## src/rtl/n_input_gate_sweep_if.sv

```systemverilog
// Operand/result bundle for the programmable N-input gate and its sweep engine.
// Handshake: i_valid qualifies i_in/i_code on the same edge with no back-pressure;
// o_valid qualifies o_f/o_vec for exactly one cycle per result.
interface n_input_gate_sweep_if #(
   parameter int N = 3
);
   logic [N-1:0] i_in;
   logic [2:0]   i_code;
   logic         i_valid;
   logic         i_sweep_start;
   logic         o_f;
   logic         o_valid;
   logic [N+2:0] o_vec;
   logic         o_busy;
   logic         o_done;
   logic [N+3:0] o_ones_count;
   logic [1:0]   o_state;

   modport master (
      output i_in, i_code, i_valid, i_sweep_start,
      input  o_f, o_valid, o_vec, o_busy, o_done, o_ones_count, o_state
   );

   modport slave (
      input  i_in, i_code, i_valid, i_sweep_start,
      output o_f, o_valid, o_vec, o_busy, o_done, o_ones_count, o_state
   );
endinterface

```

## src/rtl/n_input_gate_sweep.sv

```systemverilog
// Registered N-input programmable gate (8 reduction functions) with a built-in
// exhaustive sweep engine that counts ones over every {code, in} combination.
module n_input_gate_sweep #(
   parameter int N    = 3,
   parameter int PIPE = 1
) (
   input  logic                   i_clk,
   input  logic                   i_rst,
   n_input_gate_sweep_if.slave    bus
);
   localparam int W = N + 3;
   localparam logic [W-1:0] CNT_LAST = '1;
   localparam logic [W-1:0] CNT_ONE  = W'(1);
   localparam logic [W:0]   ONES_ONE = (W + 1)'(1);
   localparam logic [3:0]   HALF     = 4'(N / 2);

   typedef enum logic [1:0] {
      S_IDLE  = 2'd0,
      S_SWEEP = 2'd1,
      S_DRAIN = 2'd2,
      S_DONE  = 2'd3
   } state_t;

   state_t         state_q, state_d;
   logic [W-1:0]   cnt_q, cnt_d;
   logic [W:0]     ones_q, ones_d;
   logic           out_f_q, out_f_d;
   logic           out_valid_q, out_valid_d;
   logic [W-1:0]   out_vec_q, out_vec_d;

   logic           src_valid, src_tag;
   logic [W-1:0]   src_vec;
   logic           fin_valid, fin_tag;
   logic [W-1:0]   fin_vec;
   logic           pipe_has_tag;
   logic           f_comb;
   logic [3:0]     pop;
   logic [N-1:0]   ins;

   // Stage-1 source: external operands when idle, the sweep counter otherwise.
   always_comb begin
      src_valid = 1'b0;
      src_tag   = 1'b0;
      src_vec   = {bus.i_code, bus.i_in};
      case (state_q)
         S_IDLE, S_DONE: src_valid = bus.i_valid;
         S_SWEEP: begin
            src_valid = 1'b1;
            src_tag   = 1'b1;
            src_vec   = cnt_q;
         end
         default: ;
      endcase
   end

   generate
      if (PIPE == 2) begin : g_pipe2
         logic         p_valid_q, p_valid_d;
         logic         p_tag_q, p_tag_d;
         logic [W-1:0] p_vec_q, p_vec_d;

         always_comb begin
            p_valid_d = src_valid;
            p_tag_d   = src_tag;
            p_vec_d   = src_vec;
         end

         always_ff @(posedge i_clk) begin
            if (i_rst) begin
               p_valid_q <= 1'b0;
               p_tag_q   <= 1'b0;
               p_vec_q   <= '0;
            end else begin
               p_valid_q <= p_valid_d;
               p_tag_q   <= p_tag_d;
               p_vec_q   <= p_vec_d;
            end
         end

         assign fin_valid    = p_valid_q;
         assign fin_tag      = p_tag_q;
         assign fin_vec      = p_vec_q;
         assign pipe_has_tag = p_valid_q & p_tag_q;
      end else begin : g_pipe1
         assign fin_valid    = src_valid;
         assign fin_tag      = src_tag;
         assign fin_vec      = src_vec;
         assign pipe_has_tag = 1'b0;
      end
   endgenerate

   // Gate function evaluated just ahead of the output register.
   always_comb begin
      f_comb = 1'b0;
      pop    = '0;
      ins    = fin_vec[N-1:0];
      for (int i = 0; i < N; i++) begin
         pop = pop + {3'b000, ins[i]};
      end
      case (fin_vec[W-1:N])
         3'd0: f_comb = &ins;
         3'd1: f_comb = |ins;
         3'd2: f_comb = ^ins;
         3'd3: f_comb = ~(&ins);
         3'd4: f_comb = ~(|ins);
         3'd5: f_comb = ~(^ins);
         3'd6: f_comb = (pop > HALF);
         3'd7: f_comb = (pop == 4'd1);
         default: f_comb = 1'b0;
      endcase
   end

   always_comb begin
      state_d     = state_q;
      cnt_d       = cnt_q;
      ones_d      = ones_q;
      out_valid_d = fin_valid;
      out_f_d     = out_f_q;
      out_vec_d   = out_vec_q;
      if (fin_valid) begin
         out_f_d   = f_comb;
         out_vec_d = fin_vec;
      end
      if (fin_valid && fin_tag && f_comb) begin
         ones_d = ones_q + ONES_ONE;
      end
      case (state_q)
         S_IDLE, S_DONE: begin
            state_d = S_IDLE;
            if (bus.i_sweep_start) begin
               state_d = S_SWEEP;
               cnt_d   = '0;
               ones_d  = '0;
            end
         end
         S_SWEEP: begin
            cnt_d = cnt_q + CNT_ONE;
            if (cnt_q == CNT_LAST) begin
               state_d = S_DRAIN;
            end
         end
         // Leave only once the final tagged vector sits in the output register.
         S_DRAIN: begin
            if (!pipe_has_tag) begin
               state_d = S_DONE;
            end
         end
         default: state_d = S_IDLE;
      endcase
   end

   always_ff @(posedge i_clk) begin
      if (i_rst) begin
         state_q     <= S_IDLE;
         cnt_q       <= '0;
         ones_q      <= '0;
         out_f_q     <= 1'b0;
         out_valid_q <= 1'b0;
         out_vec_q   <= '0;
      end else begin
         state_q     <= state_d;
         cnt_q       <= cnt_d;
         ones_q      <= ones_d;
         out_f_q     <= out_f_d;
         out_valid_q <= out_valid_d;
         out_vec_q   <= out_vec_d;
      end
   end

   assign bus.o_f          = out_f_q;
   assign bus.o_valid      = out_valid_q;
   assign bus.o_vec        = out_vec_q;
   assign bus.o_busy       = (state_q == S_SWEEP) || (state_q == S_DRAIN);
   assign bus.o_done       = (state_q == S_DONE);
   assign bus.o_ones_count = ones_q;
   assign bus.o_state      = state_q;
endmodule

```

## src/flat_wrapper.sv

```systemverilog
// flat-port wrapper written by rule: the top's interface ports become plain ports
module n_input_gate_sweep_flat 
#(
   parameter int N    = 3,
   parameter int PIPE = 1
)
  (i_clk, i_rst, bus_i_in, bus_i_code, bus_i_valid, bus_i_sweep_start, bus_o_f, bus_o_valid, bus_o_vec, bus_o_busy, bus_o_done, bus_o_ones_count, bus_o_state);
  n_input_gate_sweep_if #(.N(N)) bus_i ();
  input  logic i_clk;
  input  logic i_rst;
  input wire logic [$bits(bus_i.i_in)-1:0] bus_i_in;
  input wire logic [$bits(bus_i.i_code)-1:0] bus_i_code;
  input wire logic [$bits(bus_i.i_valid)-1:0] bus_i_valid;
  input wire logic [$bits(bus_i.i_sweep_start)-1:0] bus_i_sweep_start;
  output wire logic [$bits(bus_i.o_f)-1:0] bus_o_f;
  output wire logic [$bits(bus_i.o_valid)-1:0] bus_o_valid;
  output wire logic [$bits(bus_i.o_vec)-1:0] bus_o_vec;
  output wire logic [$bits(bus_i.o_busy)-1:0] bus_o_busy;
  output wire logic [$bits(bus_i.o_done)-1:0] bus_o_done;
  output wire logic [$bits(bus_i.o_ones_count)-1:0] bus_o_ones_count;
  output wire logic [$bits(bus_i.o_state)-1:0] bus_o_state;
  assign bus_i.i_in = bus_i_in;
  assign bus_i.i_code = bus_i_code;
  assign bus_i.i_valid = bus_i_valid;
  assign bus_i.i_sweep_start = bus_i_sweep_start;
  assign bus_o_f = bus_i.o_f;
  assign bus_o_valid = bus_i.o_valid;
  assign bus_o_vec = bus_i.o_vec;
  assign bus_o_busy = bus_i.o_busy;
  assign bus_o_done = bus_i.o_done;
  assign bus_o_ones_count = bus_i.o_ones_count;
  assign bus_o_state = bus_i.o_state;
  n_input_gate_sweep #(.N(N), .PIPE(PIPE)) u_core (.i_clk(i_clk), .i_rst(i_rst), .bus(bus_i));
endmodule
```

## config.mk

```make
export PLATFORM = sky130hd
export DESIGN_NAME = n_input_gate_sweep_flat
export DESIGN_NICKNAME = d
export VERILOG_FILES = /design/src/rtl/n_input_gate_sweep_if.sv /design/src/rtl/n_input_gate_sweep.sv /design/src/flat_wrapper.sv
export SDC_FILE = /design/constraint.sdc
export NUM_CORES = 1
export LEC_CHECK = 0
export ABC_CLOCK_PERIOD_IN_PS = 8000
export BUFFER_PORTS_ARGS = -buffer_cell sky130_fd_sc_hd__buf_4
export CAP_MARGIN = 15
export CORE_MARGIN = 8
export CORE_UTILIZATION = 33
export DETAILED_ROUTE_END_ITERATION = 7
export GPL_TIMING_DRIVEN = 1
export SLEW_MARGIN = 40
export SYNTH_ARGS = -nofsm -noshare
export SYNTH_HDL_FRONTEND = slang
export SYNTH_SLANG_ARGS = --single-unit
export TNS_END_PERCENT = 50
```

## constraint.sdc

```tcl
create_clock -name i_clk -period 8 [get_ports i_clk]
set_input_delay 0.8 -clock i_clk [delete_from_list [all_inputs] [get_ports i_clk]]
set_output_delay 0.8 -clock i_clk [all_outputs]
set_load 0.01 [all_outputs]
```

== After elaboration in Yosys (flattened, before gate mapping) ==
Cells that the tools add are included.

* Add/subtract/negate cells: 4
* $lt $le $gt $ge: 1
* Equality and inequality tests: 14
* Mux-type cells: 12
* Bitwise logic cells: 3
* Reduce and logical (&&, ||, !) cells: 11

{| class="wikitable"
|+ Operator list
! kind !! count
|-
| two-way mux 7 bit || 3
|-
| equality test 3 bit, second input constant || 4
|-
| two-way mux 6 bit || 2
|-
| case mux 6 bit (2 select lines) || 1
|-
| case mux 1 bit (8 select lines) || 1
|-
| adder 7 x 1 -> 7 bit, second input constant || 1
|-
| adder 6 x 1 -> 6 bit, second input constant || 1
|-
| equality test 3 x 2 -> 1 bit, second input constant || 2
|-
| equality test 6 bit, second input constant || 1
|-
| case mux 2 bit (3 select lines) || 1
|-
| adder 4 x 1 -> 4 bit || 1
|-
| equality test 2 bit, second input constant || 2
|-
| equality test 4 x 1 -> 1 bit, second input constant || 1
|-
| > comparator 4 x 1 -> 1 bit, second input constant || 1
|-
| equality test 3 x 1 -> 1 bit, second input constant || 1
|-
| zero test 3 bit || 1
|-
| inverter 1 bit || 3
|-
| AND reduction 3 bit || 1
|-
| OR reduction 3 bit || 1
|-
| XOR reduction 3 bit || 1
|-
| adder 1 x 1 -> 2 bit || 1
|-
| equality test 2 x 1 -> 1 bit, second input constant || 1
|-
| logical AND 1 bit || 2
|-
| zero test 2 bit || 1
|-
| other kinds (9) || 10
|}

* Flip-flop bits (word level): 23
* Input port bits: 10
* Logic and storage cells: 51

== Logic depth before layout (Yosys ltp) ==
Gate-level depths: netlist of run 1.

* Depth in word-level cells: 10
* Mapped depth: 14
* Mapped depth without buffers: 11

== Worst setup path after synthesis of run 1 ==
Ideal clock, no wire load.

* Path kind: flip-flop to flip-flop
* Start: register u_core.state_q[0] (netlist: u_core.bus.o_state[0])
* End: register u_core.ones_q[6] (netlist: u_core.bus.o_ones_count[6])
* Setup time: 70 ps
* Arrival: 3253 ps
* Path slack: 4676 ps
* Stages on the path, launching flop included: 14
* Buffers on the path: 3
* Path through: dfxtp_1 ha_1 buf_6 buf_2 mux2i_1 inv_1 ha_1 ha_1 ha_1 o41ai_2 o21ai_2 buf_6 or4_1 a21oi_1

* Word-level cells in the longest chain between the ends: 10
* Elaborated cells on any way between the ends: 31
* Those cells by class: add/sub: 2; order compare: 1; eq/ne: 10; mux: 7; bitwise: 3; reduce/logical: 8

{| class="wikitable"
|+ RTL lines
! what !! RTL line !! text
|-
| start, declared || n_input_gate_sweep.sv:24 || <nowiki>state_t state_q, state_d;</nowiki>
|-
| start signal, assigned || n_input_gate_sweep.sv:161 || <nowiki>state_q <= state_d;</nowiki>
|-
| equality test 2 x 1 -> 1 bit * || n_input_gate_sweep.sv:45 || <nowiki>case (state_q)</nowiki>
|-
| two-way mux 6 bit * || n_input_gate_sweep.sv:45 ||
|-
| via u_core.fin_vec[1] || n_input_gate_sweep.sv:34 || <nowiki>logic [W-1:0] fin_vec;</nowiki>
|-
| adder 1 x 1 -> 2 bit || n_input_gate_sweep.sv:98 || <nowiki>pop = pop + {3'b000, ins[i]};</nowiki>
|-
| adder 4 x 1 -> 4 bit || n_input_gate_sweep.sv:98 ||
|-
| > comparator 4 x 1 -> 1 bit / equality test 4 x 1 -> 1 bit (equally long branches) || n_input_gate_sweep.sv:107, n_input_gate_sweep.sv:108 ||
|-
| case mux 1 bit (8 select lines) * || n_input_gate_sweep.sv:100 || <nowiki>case (fin_vec[W-1:N])</nowiki>
|-
| logical AND 1 bit * || n_input_gate_sweep.sv:124 || <nowiki>if (fin_valid && fin_tag && f_comb) begin</nowiki>
|-
| two-way mux 7 bit * || n_input_gate_sweep.sv:124 ||
|-
| two-way mux 7 bit || n_input_gate_sweep.sv:130 || <nowiki>if (bus.i_sweep_start) begin</nowiki>
|-
| two-way mux 7 bit * || n_input_gate_sweep.sv:127 || <nowiki>case (state_q)</nowiki>
|-
| end signal, assigned || n_input_gate_sweep.sv:163 || <nowiki>ones_q <= ones_d;</nowiki>
|-
| end, declared || n_input_gate_sweep.sv:26 || <nowiki>logic [W:0] ones_q, ones_d;</nowiki>
|}

The timed path passes the listed nets; every way through them passes the cells marked *.
A chain may end at the register's enable or synchronous reset.

== Final worst setup path of run 1 ==
* Start: register u_core.state_q[0] (netlist: u_core.bus.o_state[0])
* End: register u_core.ones_q[5] (netlist: u_core.bus.o_ones_count[5])

The elaborated chain is that of the path after synthesis.

==> out/qor.csv, run 1 <==
metric,value,unit
outcome,completed,
die_h,80.2,µm
hold_buffers,0,
period_share,47.5,%
fill_cells,412,
via_count,1208,
postCtsSetupBuffers,0,
grt_util_all_layers,10.4,%
ys_seq_area_share,33.9,%
rsz0062_at_grt,false,
cp.arrival,4010,ps
clk_pin_slew,80,ps
synth_cell_type_count,36,
drt_iter0_drc,53,
cts-resized-gates,0,
nets,201,
grt_pass1_wl,5410,µm
critical_path_required,8200,ps
fin_setup_tns,0,ps
maxSlewViolCount,0,
finalSetupViolCount,0,
wl_per_cell,14.3,µm
synthArstFlopShare,0,%
initial_core_util,34.2,%
grt_max_degree,19,
cts_buffers,3,
grt_pass1_vias,1163,
finalCriticalPeriod,3800,ps
h-tree-depth,1,
max_freq,0.263,GHz
detail-route-antenna-nets,0,
synth_compound_area_share,22.9,%
drt_wl_total,3300,µm
root_buffer,clkbuf_8,
power.total,489,µW
synthesis.area,1360,µm²
netlist_instances,154,
synth_edf_count,0,
clkSinkCount,23,
synth-main-ff-cell,dfxtp_1,
synthSimpleGateAreaFrac,18.7,%
tightest_slew,796,ps
dieArea,6430,µm²
synthXorXnorAreaFrac,1.93,%
place_congestion,0.807,
finClkSkew,4.31,ps
end_kind,register,
dpl.hpwl,2590,µm
synth_top_cells_by_area,"dfxtp_1 34%, ha_1 8.3%, a21oi_1 4.8%",
cts_buffer_depth,2,
yosysTopAreaCell,dfxtp_1,
diodes,0,
synth_nets,174,
pre_cts_ws,4160,ps
antenna_found_initial,0,
port-buffer-count,28,
regArea,460,µm²
min_path_type,reg2reg,
powerDensity,300,nW/µm²
viasPerCell,5.25,
coreArea,3970,µm²
die_x,80.2,µm
max-slew-margin-rel,46.9,%
pin_count,29,
crit_fanout,18,
vdd_drop_max,0.0000867,V
worstSetupStartpointType,register,
synth.top_cell.area_share,33.9,%
rows,23,
synth_fa_ha_area_share,9.76,%
area_growth_syn_to_layout,20.3,%
drt_pass1_iterations,4,
ys_ff_latch,23,
drv_cap,0,
multi_input_area,821,µm²
cts_tree,built,
setup_ws,4200,ps
overflow,0,
synth_top_family_by_area,compound AO/OA/AOI/OAI gates,
critPathKind,reg2reg,
drive_gt1_share,22.2,%
clock_latency,270,ps
yosys_warnings,0,
drc,0,
leakagePower,0.000664,µW
postSynthAreaPerCell,8.82,µm²
hold_viol,0,
synthMuxAreaShare,6.91,%
==> flip-flops by register name, summed over array words and instances, names as in the netlist <==
signal / count
u_core.bus.o_valid: 1
u_core.bus.o_f: 1
u_core.cnt_q: 6
u_core.bus.o_ones_count: 7
u_core.bus.o_vec: 6
u_core.bus.o_state: 2
==> cells in the final DEF (no fill, tap or decap), drive strengths merged <==
master and n:
a21o 1, o31ai 6, nor3 1, buf 28, nand2b 2, inv 9
ha 9, or3 5, nand3 7, xor2 2, nand4 2, o2111ai 1
and3 1, and3b 1, xnor2 1, fa 1, o41ai 1, o21bai 2
clkbuf 3, a311oi 2, mux2i 6, clkinv 1, dfxtp 23, o21ai 8
a21oi 13, o211ai 3, or4 6, a211oi 8, nor3b 1, mux2 2
nand2 9, nor2 15
==> synth_stat cells, drive strengths merged, types with 5 or more instances <==
cell type   n
dfxtp      23
nor2       15
a21oi      13
ha          9
inv         9
nand2       9
a211oi      8
o21ai       8
nand3       7
mux2i       6
o31ai       6
or4         6
or3         5
==> layer usage <==
| metal | track usage (%) | vias up | routed length [µm] |
|---|---|---|---|
| met2 | 17.8 | 21 | 1630 |
| li1 | - | 616 | - |
| met5 | 0 | - | 0 |
| met1 | 11.7 | 567 | 1440 |
| met3 | 2.68 | 4 | 174 |
| met4 | 4.91 | 0 | 52 |
==> worst max-delay path, cell delays in order, from the launching register on <==
cell and delay [ps]:
dfxtp_1 410, ha_1 700, mux2i_1 400, inv_1 140, ha_1 310, ha_1 180, ha_1 190, o41ai_2 470
o21ai_2 230, or4_1 530, a21oi_1 160
==> power by group <==
group          total [µW]  switching (µW)  internal, µW
sequential            151            15.2           136
combinational         265             161           104
clock                73.3            38.5          34.8
total                 489             215           275
==> kinds of logic (layout without fill, tap and decap cells) <==
logic type | Yosys count | count (layout)
flops | 23 | 23
buf+inv | 15 | 41
compound gates | 45 | 45
xor+xnor | 3 | 3
fa+ha+maj | 10 | 10
simple gates | 50 | 50
mux | 8 | 8
==> per-stage QoR <==
step                      cell area [µm²]  hold WS, ps  util [%]  std cells
final                                1630          490      41.1        230
after global routing                 1630          513      41.1        230
after CTS                            1630          490      41.1        230
after detailed placement             1590          478      39.9        226
after global placement               1590          463      39.9        226
after floorplan                      1360          462         -        154
==> cell type report <==
cell class              count  share of cell area [%]
clock buffers               3                    2.53
clock inverters             1                   0.306
inverters                   9                    2.07
multi-input cells         116                    50.2
flip-flops and latches     23                    28.2
well taps                  50                    3.83
repair buffers             28                    12.9
==> worst paths after layout <==
check / from / to / slack [ps] / depth (start not counted)
worst max register to register: u_core.bus.o_state[0] / u_core.bus.o_ones_count[5] / 4200 / 10
worst min register to register: u_core.bus.o_ones_count[6] / u_core.bus.o_ones_count[6] / 490 / 2
worst min-delay path: u_core.bus.o_ones_count[6] / u_core.bus.o_ones_count[6] / 490 / 2
worst max-delay path: u_core.bus.o_state[0] / u_core.bus.o_ones_count[5] / 4200 / 10
Note: power is estimated with default switching activity, not from simulation.
==> run 2: changes to the inputs <==
--- a/config.mk
+++ b/config.mk
@@ -5,7 +5,7 @@
 export SDC_FILE = /design/constraint.sdc
 export NUM_CORES = 1
 export LEC_CHECK = 0
-export ABC_CLOCK_PERIOD_IN_PS = 8000
+export ABC_CLOCK_PERIOD_IN_PS = 3500
 export BUFFER_PORTS_ARGS = -buffer_cell sky130_fd_sc_hd__buf_4
 export CAP_MARGIN = 15
 export CORE_MARGIN = 8
==> constraint.sdc (replaced) <==
create_clock -name i_clk -period 3.5 [get_ports i_clk]
set_input_delay 0.35 -clock i_clk [delete_from_list [all_inputs] [get_ports i_clk]]
set_output_delay 0.35 -clock i_clk [all_outputs]
set_load 0.01 [all_outputs]
==> out/qor.csv, run 2 (synthesis results as in run 1) <==
metric,value,unit,change
drc,0,,unchanged
maxSlewViolCount,0,,unchanged
max_freq,0.306,GHz,was 0.263 GHz
switching_share,44.0,%,was 43.8%
overflow,0,,unchanged
switching_power,505,µW,was 215 µW
clk_pin_slew,90,ps,was 80 ps
critPathKind,reg2reg,,unchanged
fin_setup_tns,0,ps,unchanged
largest_register_ffs,7,,unchanged
worstSetupStartpointType,register,,unchanged
critical_path_required,3710,ps,was 8200 ps
rows,23,,unchanged
reg2reg_to,u_core.bus.o_ones_count[6],,was u_core.bus.o_ones_count[5]
port-buffer-count,28,,unchanged
power_frac_seq,30.2,%,was 30.8%
root_buffer,clkbuf_8,,unchanged
cts_buffers,3,,unchanged
pre_cts_ws,78.0,ps,was 4160 ps
power.total,1150,µW,was 489 µW
coreArea,3970,µm²,unchanged
max-slew-margin-rel,51.9,%,was 46.9%
intPower,642,µW,was 275 µW
h-tree-depth,1,,unchanged
grt_max_degree,16,,was 19
place_congestion,0.836,,was 0.807
powerDensity,692,nW/µm²,was 300 nW/µm²
rsz0062_at_grt,false,,unchanged
rr_worst_depth,10,,unchanged
finClkSkew,12.3,ps,was 4.31 ps
nets,202,,was 201
dieArea,6430,µm²,unchanged
drt_iter0_drc,62,,was 53
drt_wl_total,3280,µm,was 3300 µm
reg2reg_slack,230,ps,was 4200 ps
grt_pass1_vias,1135,,was 1163
cts_buffer_depth,2,,unchanged
worst_path_most_repeated_cell,ha_1,,unchanged
grt_pass1_wl,5380,µm,was 5410 µm
cp.arrival,3470,ps,was 4010 ps
diodes,0,,unchanged
clock_latency,270,ps,about the same
grt_util_all_layers,10.5,%,was 10.4%
viasPerCell,5.37,,was 5.25
detail-route-antenna-nets,0,,unchanged
tightest_slew,702,ps,was 796 ps
hold_viol,0,,unchanged
worst_r2r_startpoint,u_core.bus.o_state[0],,unchanged
crit_fanout,12,,was 18
crit_end,u_core.bus.o_ones_count[6],,was u_core.bus.o_ones_count[5]
drive_gt1_share,23.2,%,was 22.2%
wl_per_cell,14.2,µm,was 14.3 µm
drt_pass1_iterations,4,,unchanged
cts_tree,built,,unchanged
vdd_drop_max,0.000276,V,was 0.0000867 V
cp_slowest_cell,or4_1,,was ha_1
finalCriticalPeriod,3270,ps,was 3800 ps
area_growth_syn_to_layout,22.0,%,was 20.3%
holdWs,352,ps,was 490 ps
layout_common_cells,"29 x buf_4, 23 x dfxtp_1, 14 x nor2_1, 13 x a21oi_1",,"was 28 x buf_4, 23 x dfxtp_1, 14 x nor2_1, 13 x a21oi_1"
path_cells,ha_2 > mux2i_1 > inv_1 > ha_1 > ha_1 > ha_1 > o41ai_4 > o21ai_2 > or4_1 > a21oi_1,,was ha_1 > mux2i_1 > inv_1 > ha_1 > ha_1 > ha_1 > o41ai_2 > o21ai_2 > or4_1 > a21oi_1
period_share,93.4,%,was 47.5%
leakagePower,0.000670,µW,was 0.000664 µW
die_h,80.2,µm,unchanged
setup_ws,231,ps,was 4200 ps
min_path_type,in2reg,,was reg2reg
fin_util,41.7,%,was 41.1%
initial_core_util,34.2,%,unchanged
slowest_delay,500,ps,was 700 ps
pin_count,29,,unchanged
hold_buffers,0,,unchanged
power_frac_clock,14.7,%,was 15.0%
finalSetupViolCount,0,,unchanged
p_comb_share,55.0,%,was 54.2%
crit_path_start,u_core.bus.o_state[0],,unchanged
clkSinkCount,23,,unchanged
antenna_found_initial,0,,unchanged
layout_commonest_cell,buf_4,,unchanged
outcome,completed,,unchanged
dpl.hpwl,2580,µm,was 2590 µm
via_count,1241,,was 1208
drv_cap,0,,unchanged
die_x,80.2,µm,unchanged
end_kind,register,,unchanged
run 2: changes by cell type in the layout (fill, tap and decap cells not counted):
cell,delta
buf_4,+1
clkinv_2,-1
clkinvlp_4,+1
ha_1,-1
ha_2,+1
o41ai_2,-1
o41ai_4,+1
run 2: power by group through the flow:
stage / Combinational (µW) / Clock, µW / Sequential (µW)
finish: 631 / 169 / 347
global route: 692 / 190 / 357
CTS: 616 / 177 / 347
detailed placement: 616 / 0 / 353
global placement: 596 / 0 / 349
floorplan: 436 / 0 / 367
run 2: critical path: cells and delay by family, from the launching register on:
kind            cells  cell delay (ps)
fa+ha+maj           4              990
compound gates      3              780
simple gates        1              500
flops               1              420
mux                 1              370
buf+inv             1              120
run 2: metal layers:
metal | GRT usage, % | vias to the layer above | routed length, µm
li1 | - | 620 | -
met1 | 12.2 | 591 | 1490
met2 | 17.5 | 26 | 1560
met3 | 2.46 | 4 | 175
met4 | 5.09 | 0 | 53
met5 | 0 | - | 0
run 2: repair_timing:
item                                    4_1_cts  5_1_grt
setup buffers                                 0        0
hold endpoints to repair                      0        0
endpoints found under the setup margin        0        5
resized for setup                             0        2
run 2: cell type report:
type / instances / area (µm²)
Timing Repair Buffer: 29 / 218
Inverter: 9 / 33.8
Tap cell: 50 / 62.6
Sequential cell: 23 / 460
Clock inverter: 1 / 7.51
Fill cell: 396 / 2310
Multi-Input combinational cell: 116 / 835
Clock buffer: 3 / 41.3
run 2: worst min path at each step:
stage,end,depth (start not counted),slack [ps],from
2_1_floorplan,u_core.bus.o_f,1,420,i_rst
6_report,u_core.cnt_q[0],2,350,i_rst
3_3_place_gp,u_core.bus.o_ones_count[6],2,470,u_core.bus.o_ones_count[6]
5_1_grt,u_core.cnt_q[1],2,360,i_rst
3_5_place_dp,u_core.bus.o_ones_count[6],2,480,u_core.bus.o_ones_count[6]
4_1_cts,u_core.cnt_q[0],2,340,i_rst
run 2: through the flow:
stage | instances | cell area (µm²)
finish | 231 | 1660
CTS | 231 | 1640
floorplan | 154 | 1360
global placement | 227 | 1590
global route | 231 | 1660
detailed placement | 227 | 1590
==> run 3: changes to the inputs <==
--- a/config.mk
+++ b/config.mk
@@ -8,6 +8,7 @@
 export ABC_CLOCK_PERIOD_IN_PS = 3500
 export BUFFER_PORTS_ARGS = -buffer_cell sky130_fd_sc_hd__buf_4
 export CAP_MARGIN = 15
+export CORE_ASPECT_RATIO = 1.75
 export CORE_MARGIN = 8
 export CORE_UTILIZATION = 33
 export DETAILED_ROUTE_END_ITERATION = 7
==> out/qor.csv, run 3 (synthesis results as in run 1) <==
metric,value,unit,change
wl_per_cell,15.3,µm,was 14.2 µm
hold_viol,0,,unchanged
drc,0,,unchanged
coreArea,4030,µm²,was 3970 µm²
grt_util_all_layers,11.1,%,was 10.5%
path_buf_inv,1,,unchanged
tightest_slew,700,ps,was 702 ps
critical_path_required,3690,ps,was 3710 ps
cp_slowest_cell,or4_1,,unchanged
grt_pass1_wl,5860,µm,was 5380 µm
via_count,1249,,was 1241
nets,204,,was 202
outcome,completed,,unchanged
clk_pin_slew,80,ps,was 90 ps
h-tree-depth,1,,unchanged
viasPerCell,5.38,,was 5.37
period_share,93.8,%,was 93.4%
switching_share,44.2,%,was 44.0%
clkSinkCount,23,,unchanged
die_x,64.5,µm,was 80.2 µm
finalSetupViolCount,0,,unchanged
fin_setup_tns,0,ps,unchanged
drt_iter0_drc,41,,was 62
powerDensity,697,nW/µm²,was 692 nW/µm²
stdcell_count,232,,was 231
switching_power,513,µW,was 505 µW
power_frac_clock,14.5,%,was 14.7%
dp.cells,228,,was 227
grt_max_degree,16,,unchanged
overflow,0,,unchanged
path_cells,ha_1 > buf_4 > mux2_4 > fa_1 > a211oi_2 > or4_1 > o211ai_2 > or4_1 > a21oi_1,,was ha_2 > mux2i_1 > inv_1 > ha_1 > ha_1 > ha_1 > o41ai_4 > o21ai_2 > or4_1 > a21oi_1
cts_buffers,3,,unchanged
placed_area,1610,µm²,was 1590 µm²
drv_cap,0,,unchanged
power_frac_seq,29.7,%,was 30.2%
worst_path_most_repeated_cell,or4_1,,was ha_1
dpl.hpwl,2780,µm,was 2580 µm
leakagePower,0.000685,µW,was 0.000670 µW
drt_pass1_iterations,5,,was 4
port-buffer-count,28,,unchanged
slowest_delay,570,ps,was 500 ps
rsz0062_at_grt,false,,unchanged
largest_register_ffs,7,,unchanged
clock_latency,260,ps,was 270 ps
layout_common_cells,"31 x buf_4, 23 x dfxtp_1, 14 x nor2_1, 13 x a21oi_1",,"was 29 x buf_4, 23 x dfxtp_1, 14 x nor2_1, 13 x a21oi_1"
crit_fanout,14,,was 12
pin_count,29,,unchanged
finClkSkew,1.44,ps,was 12.3 ps
initial_core_util,33.7,%,was 34.2%
critical_path.top_delay_family,adder cells,,unchanged
diodes,0,,unchanged
critPathKind,reg2reg,,unchanged
maxSlewViolCount,0,,unchanged
drt_wl_total,3540,µm,was 3280 µm
place_congestion,0.840,,was 0.836
cts_buffer_depth,2,,unchanged
antenna_found_initial,0,,unchanged
max_freq,0.305,GHz,was 0.306 GHz
end_kind,register,,unchanged
layout_commonest_cell,buf_4,,unchanged
reg2reg_slack,220,ps,was 230 ps
finalCriticalPeriod,3280,ps,was 3270 ps
vdd_drop_max,0.000267,V,was 0.000276 V
final_area,1670,µm²,was 1660 µm²
intPower,649,µW,was 642 µW
detail-route-antenna-nets,0,,unchanged
worstSetupStartpointType,register,,unchanged
p_comb_share,55.8,%,was 55.0%
grt_pass1_vias,1268,,was 1135
root_buffer,clkbuf_8,,unchanged
min_path_type,in2reg,,unchanged
fill_cells,426,,was 396
cts_tree,built,,unchanged
area_growth_syn_to_layout,22.7,%,was 22.0%
max-slew-margin-rel,52.0,%,was 51.9%
drive_gt1_share,23.5,%,was 23.2%
rows,31,,was 23
die_h,101,µm,was 80.2 µm
cp.arrival,3480,ps,was 3470 ps
dieArea,6510,µm²,was 6430 µm²
[run 3: stage by stage]
stage          hold WS (ps)  total power, µW  setup slack (ps)  util, %
3_3_place_gp            466              956               402     39.8
5_1_grt                 372             1260              49.5     41.3
3_5_place_dp            494              984               222     39.8
4_1_cts                 364             1150               191     41.0
6_report                364             1160               217     41.3
2_1_floorplan           422              804               176        -
[run 3: layout make-up]
| type | count | area, µm² | share of cell area, % |
|---|---|---|---|
| clock buffer | 3 | 41.3 | 2.48 |
| clock inverter | 1 | 5.00 | 0.300 |
| inverter | 9 | 33.8 | 2.03 |
| multi-input combinational | 116 | 832 | 49.9 |
| sequential | 23 | 460 | 27.6 |
| tap | 49 | 61.3 | 3.68 |
| timing repair buffer | 31 | 233 | 14.0 |
[run 3: final timing paths]
kind                                             from                    endpoint  cells after the start
worst max register to register  u_core.bus.o_state[0]  u_core.bus.o_ones_count[5]                      9
worst min-delay path                            i_rst             u_core.cnt_q[1]                      2
worst min register to register    u_core.bus.o_vec[1]         u_core.bus.o_vec[1]                      2
worst max-delay path            u_core.bus.o_state[0]  u_core.bus.o_ones_count[5]                      9
[run 3: per-layer routing]
layer  track usage (%)  vias to the layer above  wire [µm]
met5                 0                        -          0
met2              20.2                       45       1860
li1                  -                      621          -
met4              5.74                        0         70
met1              11.2                      579       1420
met3              2.78                        4        192
[run 3: power by group through the flow]
stage	Clock (µW)	Sequential [µW]	Combinational [µW]
2_1_floorplan	0	367	436
3_3_place_gp	0	349	607
3_5_place_dp	0	352	632
4_1_cts	174	346	633
5_1_grt	184	352	721
6_report	168	345	648
[run 3: repair_timing]
action / CTS / global route
gates resized for setup: 0 / 1
hold buffers: 0 / 0
buffers inserted: 0 / 0
setup endpoints to repair: 0 / 2
